[src/rtl/mmu_rr_arb_sched.sv]
// Round-robin request merger with a single registered output slot and an
// outstanding-transaction limiter that routes completions back to requesters.
module mmu_rr_arb_sched #(
  parameter int NUM_PORTS  = 11,
  parameter int DATA_WIDTH = 88,
  parameter int MAX_OUTST  = 4
) (
  input  logic                            clk,
  input  logic                            rstn,
  input  logic [NUM_PORTS-1:0]            i_req_valid,
  input  logic [NUM_PORTS*DATA_WIDTH-1:0] i_req_data,
  output logic [NUM_PORTS-1:0]            o_req_ready,
  output logic                            o_valid,
  output logic [DATA_WIDTH-1:0]           o_data,
  output logic [3:0]                      o_port_id,
  input  logic                            i_ready,
  input  logic                            i_rsp_valid,
  input  logic [3:0]                      i_rsp_id,
  output logic [NUM_PORTS-1:0]            o_rsp_valid,
  output logic [3:0]                      o_outst,
  output logic                            o_err
);

  logic [3:0]            last_grant_q, last_grant_d;
  logic                  slot_vld_q, slot_vld_d;
  logic [DATA_WIDTH-1:0] slot_data_q, slot_data_d;
  logic [3:0]            slot_id_q, slot_id_d;
  logic [3:0]            outst_q, outst_d;
  logic                  err_q, err_d;

  logic                  xfer, slot_free, can_issue, hs;
  logic [4:0]            outst_sum;
  logic                  gnt_vld;
  logic [3:0]            gnt_id;
  logic [DATA_WIDTH-1:0] gnt_data;
  logic                  rsp_in_range, rsp_legal, rsp_ok;

  assign xfer      = slot_vld_q & i_ready;
  assign slot_free = ~slot_vld_q | i_ready;
  assign outst_sum = {1'b0, outst_q} + {4'd0, xfer};
  // rstn gates the combinational outputs so nothing handshakes during reset
  assign can_issue = rstn & slot_free & (outst_sum < 5'(MAX_OUTST));
  assign hs        = can_issue & gnt_vld;

  always_comb begin : rr_pick
    logic [4:0] scan;
    logic [3:0] idx;
    scan    = '0;
    idx     = '0;
    gnt_vld = 1'b0;
    gnt_id  = '0;
    for (int off = 1; off <= NUM_PORTS; off++) begin
      scan = {1'b0, last_grant_q} + 5'(off);
      if (scan >= 5'(NUM_PORTS)) scan = scan - 5'(NUM_PORTS);
      idx = scan[3:0];
      if (!gnt_vld && i_req_valid[idx]) begin
        gnt_vld = 1'b1;
        gnt_id  = idx;
      end
    end
  end

  always_comb begin : gnt_mux
    gnt_data    = '0;
    o_req_ready = '0;
    for (int p = 0; p < NUM_PORTS; p++) begin
      if (gnt_id == 4'(p)) gnt_data = i_req_data[p*DATA_WIDTH +: DATA_WIDTH];
      o_req_ready[p] = hs & (gnt_id == 4'(p));
    end
  end

  assign rsp_in_range = {1'b0, i_rsp_id} < 5'(NUM_PORTS);
  assign rsp_legal    = rsp_in_range & (outst_q != 4'd0);
  assign rsp_ok       = rstn & i_rsp_valid & rsp_legal;

  always_comb begin : rsp_route
    o_rsp_valid = '0;
    for (int p = 0; p < NUM_PORTS; p++) begin
      o_rsp_valid[p] = rsp_ok & (i_rsp_id == 4'(p));
    end
  end

  always_comb begin : next_state
    slot_vld_d   = slot_vld_q;
    slot_data_d  = slot_data_q;
    slot_id_d    = slot_id_q;
    last_grant_d = last_grant_q;
    outst_d      = outst_q;
    err_d        = err_q | (i_rsp_valid & ~rsp_legal);
    if (hs) begin
      slot_vld_d   = 1'b1;
      slot_data_d  = gnt_data;
      slot_id_d    = gnt_id;
      last_grant_d = gnt_id;
    end else if (xfer) begin
      slot_vld_d = 1'b0;
    end
    // simultaneous issue and completion cancel out
    case ({xfer, rsp_ok})
      2'b10:   outst_d = outst_q + 4'd1;
      2'b01:   outst_d = outst_q - 4'd1;
      default: outst_d = outst_q;
    endcase
  end

  always_ff @(posedge clk or negedge rstn) begin
    if (!rstn) begin
      last_grant_q <= 4'(NUM_PORTS - 1);
      slot_vld_q   <= 1'b0;
      slot_data_q  <= '0;
      slot_id_q    <= '0;
      outst_q      <= '0;
      err_q        <= 1'b0;
    end else begin
      last_grant_q <= last_grant_d;
      slot_vld_q   <= slot_vld_d;
      slot_data_q  <= slot_data_d;
      slot_id_q    <= slot_id_d;
      outst_q      <= outst_d;
      err_q        <= err_d;
    end
  end

  assign o_valid   = slot_vld_q;
  assign o_data    = slot_data_q;
  assign o_port_id = slot_id_q;
  assign o_outst   = outst_q;
  assign o_err     = err_q;

endmodule

[config.mk]
export PLATFORM = sky130hd
export DESIGN_NAME = mmu_rr_arb_sched
export DESIGN_NICKNAME = d
export VERILOG_FILES = /design/src/rtl/mmu_rr_arb_sched.sv
export SDC_FILE = /design/constraint.sdc
export NUM_CORES = 1
export LEC_CHECK = 0
export ABC_AREA = 1
export CORE_AREA = 2 2 432 434
export CTS_BUF_LIST = sky130_fd_sc_hd__clkbuf_16
export DETAILED_ROUTE_END_ITERATION = 7
export DIE_AREA = 0 0 434 436
export GPL_TIMING_DRIVEN = 1
export SLEW_MARGIN = 20
export SYNTH_ARGS = -nofsm -noshare
export SYNTH_HDL_FRONTEND = slang
export SYNTH_SLANG_ARGS = --single-unit
[constraint.sdc]
create_clock -name clk -period 5.3 [get_ports clk]
set_clock_uncertainty 0.15 [all_clocks]
set_input_delay 1.06 -clock clk [delete_from_list [all_inputs] [get_ports clk]]
set_output_delay 1.06 -clock clk [all_outputs]
set_load 0.01 [all_outputs]
==> qor.yml <==
sta:
  tightest_slew_ps: 1050
  period_needed_ps: 5724
  setup_violations: 76
  finalSetupTns_ps: -12560
  finalHoldViolCount: 0
  drv_slew: 0
  relSlewSlack_pct: 30.00
  setup_ws_ps: -423.7
  fin_crit_sh_pct: 108.0
  fmax_ghz: 0.1747
  grt_setup_unrepaired: "yes"
run_status:
  status: "complete, but fails checks"
  violations: "setup timing"
yosys:
  ys_types: 58
  yosys-top-cells-count: "nand2_1, nor2_1, inv_1"
  synth_area_leaders: "nand2_1, dfrtp_1, nor2_1"
  synthFlopType: "dfrtp_1"
  yosysMostFrequentCell: "nand2_1"
  yosysWarningCount: 0
  synth_nets: 3864
  ys_ff_latch: 100
  yosysTopAreaCellShare_pct: 24.15
  avgSynthCellArea_um2: 5.282
  synthArstFlopShare_pct: 100.0
  yosysTopAreaCell: "nand2_1"
  synthesis.area_um2: 15090
  syn_inst: 2857
  ys_seq_area_share_pct: 16.60
  synth_edf_count: 0
clock_network:
  cts_sinks: 100
  cts_tree: "yes"
  insertion_delay_ps: 440
  cts.clk_slew.worst_paths_ps: 100
  clk_path_buf_depth: 2
  htreeDepth: 3
  ctsRootBufferMaster: "clkbuf_16"
  cts_made_buffers: 9
place:
  dp_hpwl_um: 165300
  place_congestion: 1.006
  io_buffers: 1106
  place_inst: 6740
detailed_routing:
  drt_iter0_drc: 1987
  drc: 0
  via_count: 26290
  viasPerCell: 3.818
  drtPass1Iterations: 6
  routed_wl_um: 194500
  wl_per_cell_um: 28.25
  drt.antenna.violating_nets: 0
critical_path:
  crit_required_ps: 4090
  slowest_delay_ps: 600
  reg2regPathDepth: 40
  critPathTopFamily: "buffers and inverters"
  cp-start-kind: "flop"
  path_cells: "inv_4 -> buf_6 -> ha_4 -> nor2_4 -> nand2_4 -> buf_6 -> a21oi_4 -> inv_2 -> o21ai_2 -> buf_6 -> buf_6 -> o21ai_0 -> o22ai_2 -> o211ai_1 -> nand2_2 -> inv_2 -> buf_4 -> nor4_4 -> nor3_4 -> bufinv_8 -> buf_12 -> buf_8 -> nor2_4 -> buf_12"
  regToRegEndpoint: "o_data[87]"
  cp-end-kind: "primary output"
  crit_buf_inv: 12
  cp_max_fo: 7
  cp.depth: 24
  cp_slowest_cell: "dfstp_2"
  cpMostUsedCell: "buf_6"
  r2r_slack_ps: -370
  r2r-start: "last_grant_q[1]"
  path_class: "flop to primary output"
  cp.arrival_ps: 4510
hold_path:
  hold_depth: 1
  hold_start: "o_err"
  hold_path.class: "flop to flop"
  whs_endpoint: "o_err"
cells_and_area:
  instances_no_fill: 6887
  fillers: 21020
  multi_input_area_um2: 13010
  syn_to_final_growth_pct: 147.7
  ff_latch_area_um2: 2506
  fin_nets: 5385
  drive_gt1_share_pct: 23.96
  post-route-util_pct: 20.25
flow_run:
  cap_violations: 0
die:
  die_h_um: 436
  core_area_um2: 184600
  ios: 1107
  initial_core_util_pct: 8.174
  dieArea_um2: 189200
  die_x_um: 434
  core.rowCount: 158
global_routing:
  grt_pass1_wl_um: 243300
  antenna_found_initial: 79
  grt_overflow: 0
  grt_util_all_layers_pct: 19.46
  grt_max_degree: 75
  grt_pass1_vias: 25550
-- state kept, by name, summed over array words and instances (netlist names) --
signal and cells:
last_grant_q 4, o_data 88, o_err 1, o_outst 4, o_port_id 2, o_valid 1
-- placed cells by master (no fill, tap or decap), types with 26 or more instances in the layout --
cell type | synthesis | final
nor2_4 | 6 | 38
buf_6 | 2 | 80
buf_4 | 19 | 361
a22o_1 | 87 | 87
nand2_1 | 971 | 808
nand4_1 | 105 | 105
nand2_2 | 16 | 120
buf_12 | 0 | 100
o21ai_0 | 42 | 34
nand3_2 | 10 | 57
clkdlybuf4s50_1 | 0 | 1093
nand3_1 | 215 | 144
inv_2 | 38 | 44
or2_1 | 27 | 26
a21oi_1 | 179 | 166
nor2_2 | 5 | 30
nor2_1 | 501 | 444
dfrtp_1 | 98 | 97
inv_1 | 256 | 237
nand2_4 | 2 | 43
-- routing by layer --
metal,track usage (%),share of wire [%]
met5,0,0.057
met4,7.409,3.8
met3,2.652,5.5
met2,34.08,50
met1,23.90,41
-- timing repair --
item	CTS	global route
hold buffers	0	0
setup endpoints to repair	99	99
resized for setup	356	376
hold endpoints to repair	0	0
setup buffers	54	49
gates cloned	6	9
pin swaps	86	181
-- cell families (layout without fill, tap and decap cells) --
logic type,Yosys count,count (layout),share of synthesized area (%)
AND/OR/NAND/NOR,1899,1899,53.09
buffers and inverters,451,1977,12.35
AO/OA/AOI/OAI,372,372,15.22
flip-flops,100,100,16.60
adder cells (fa/ha/maj),20,20,1.708
XOR/XNOR,14,14,0.9617
multiplexers,1,1,0.06633
other,0,24,0
-- final cells by class --
type | instances | area share [%]
antenna | 24 | 0.1606
tap | 2480 | 8.300
inverter | 297 | 3.156
timing repair buffer | 1664 | 46.05
clock buffer | 9 | 0.6024
multi-input combinational | 2306 | 34.79
clock inverter | 7 | 0.2376
sequential | 100 | 6.703
-- metrics by stage --
step / hold slack, ps / cell area [um^2] / setup WS, ps
3_3_place_gp: 294.0 / 33140 / -1446
6_report: 331.8 / 37390 / -423.7
2_1_floorplan: 343.2 / 15100 / 33.76
4_1_cts: 339.0 / 35380 / -469.6
5_1_grt: 363.6 / 37360 / -699.2
3_5_place_dp: 321.5 / 33140 / -1331
-- worst max path at each step --
stage / from / to / slack, ps
final: last_grant_q[1] / o_req_ready[8] / -420
after global routing: last_grant_q[1] / o_req_ready[7] / -700
after CTS: last_grant_q[1] / o_req_ready[0] / -470
after detailed placement: i_req_valid[8] / o_req_ready[2] / -1330
after global placement: i_req_valid[8] / o_req_ready[2] / -1450
after floorplan: last_grant_q[0] / o_req_ready[4] / 30
Power is not shown: default switching activity piles up to over one toggle a cycle in this logic, so the estimate is an artifact.
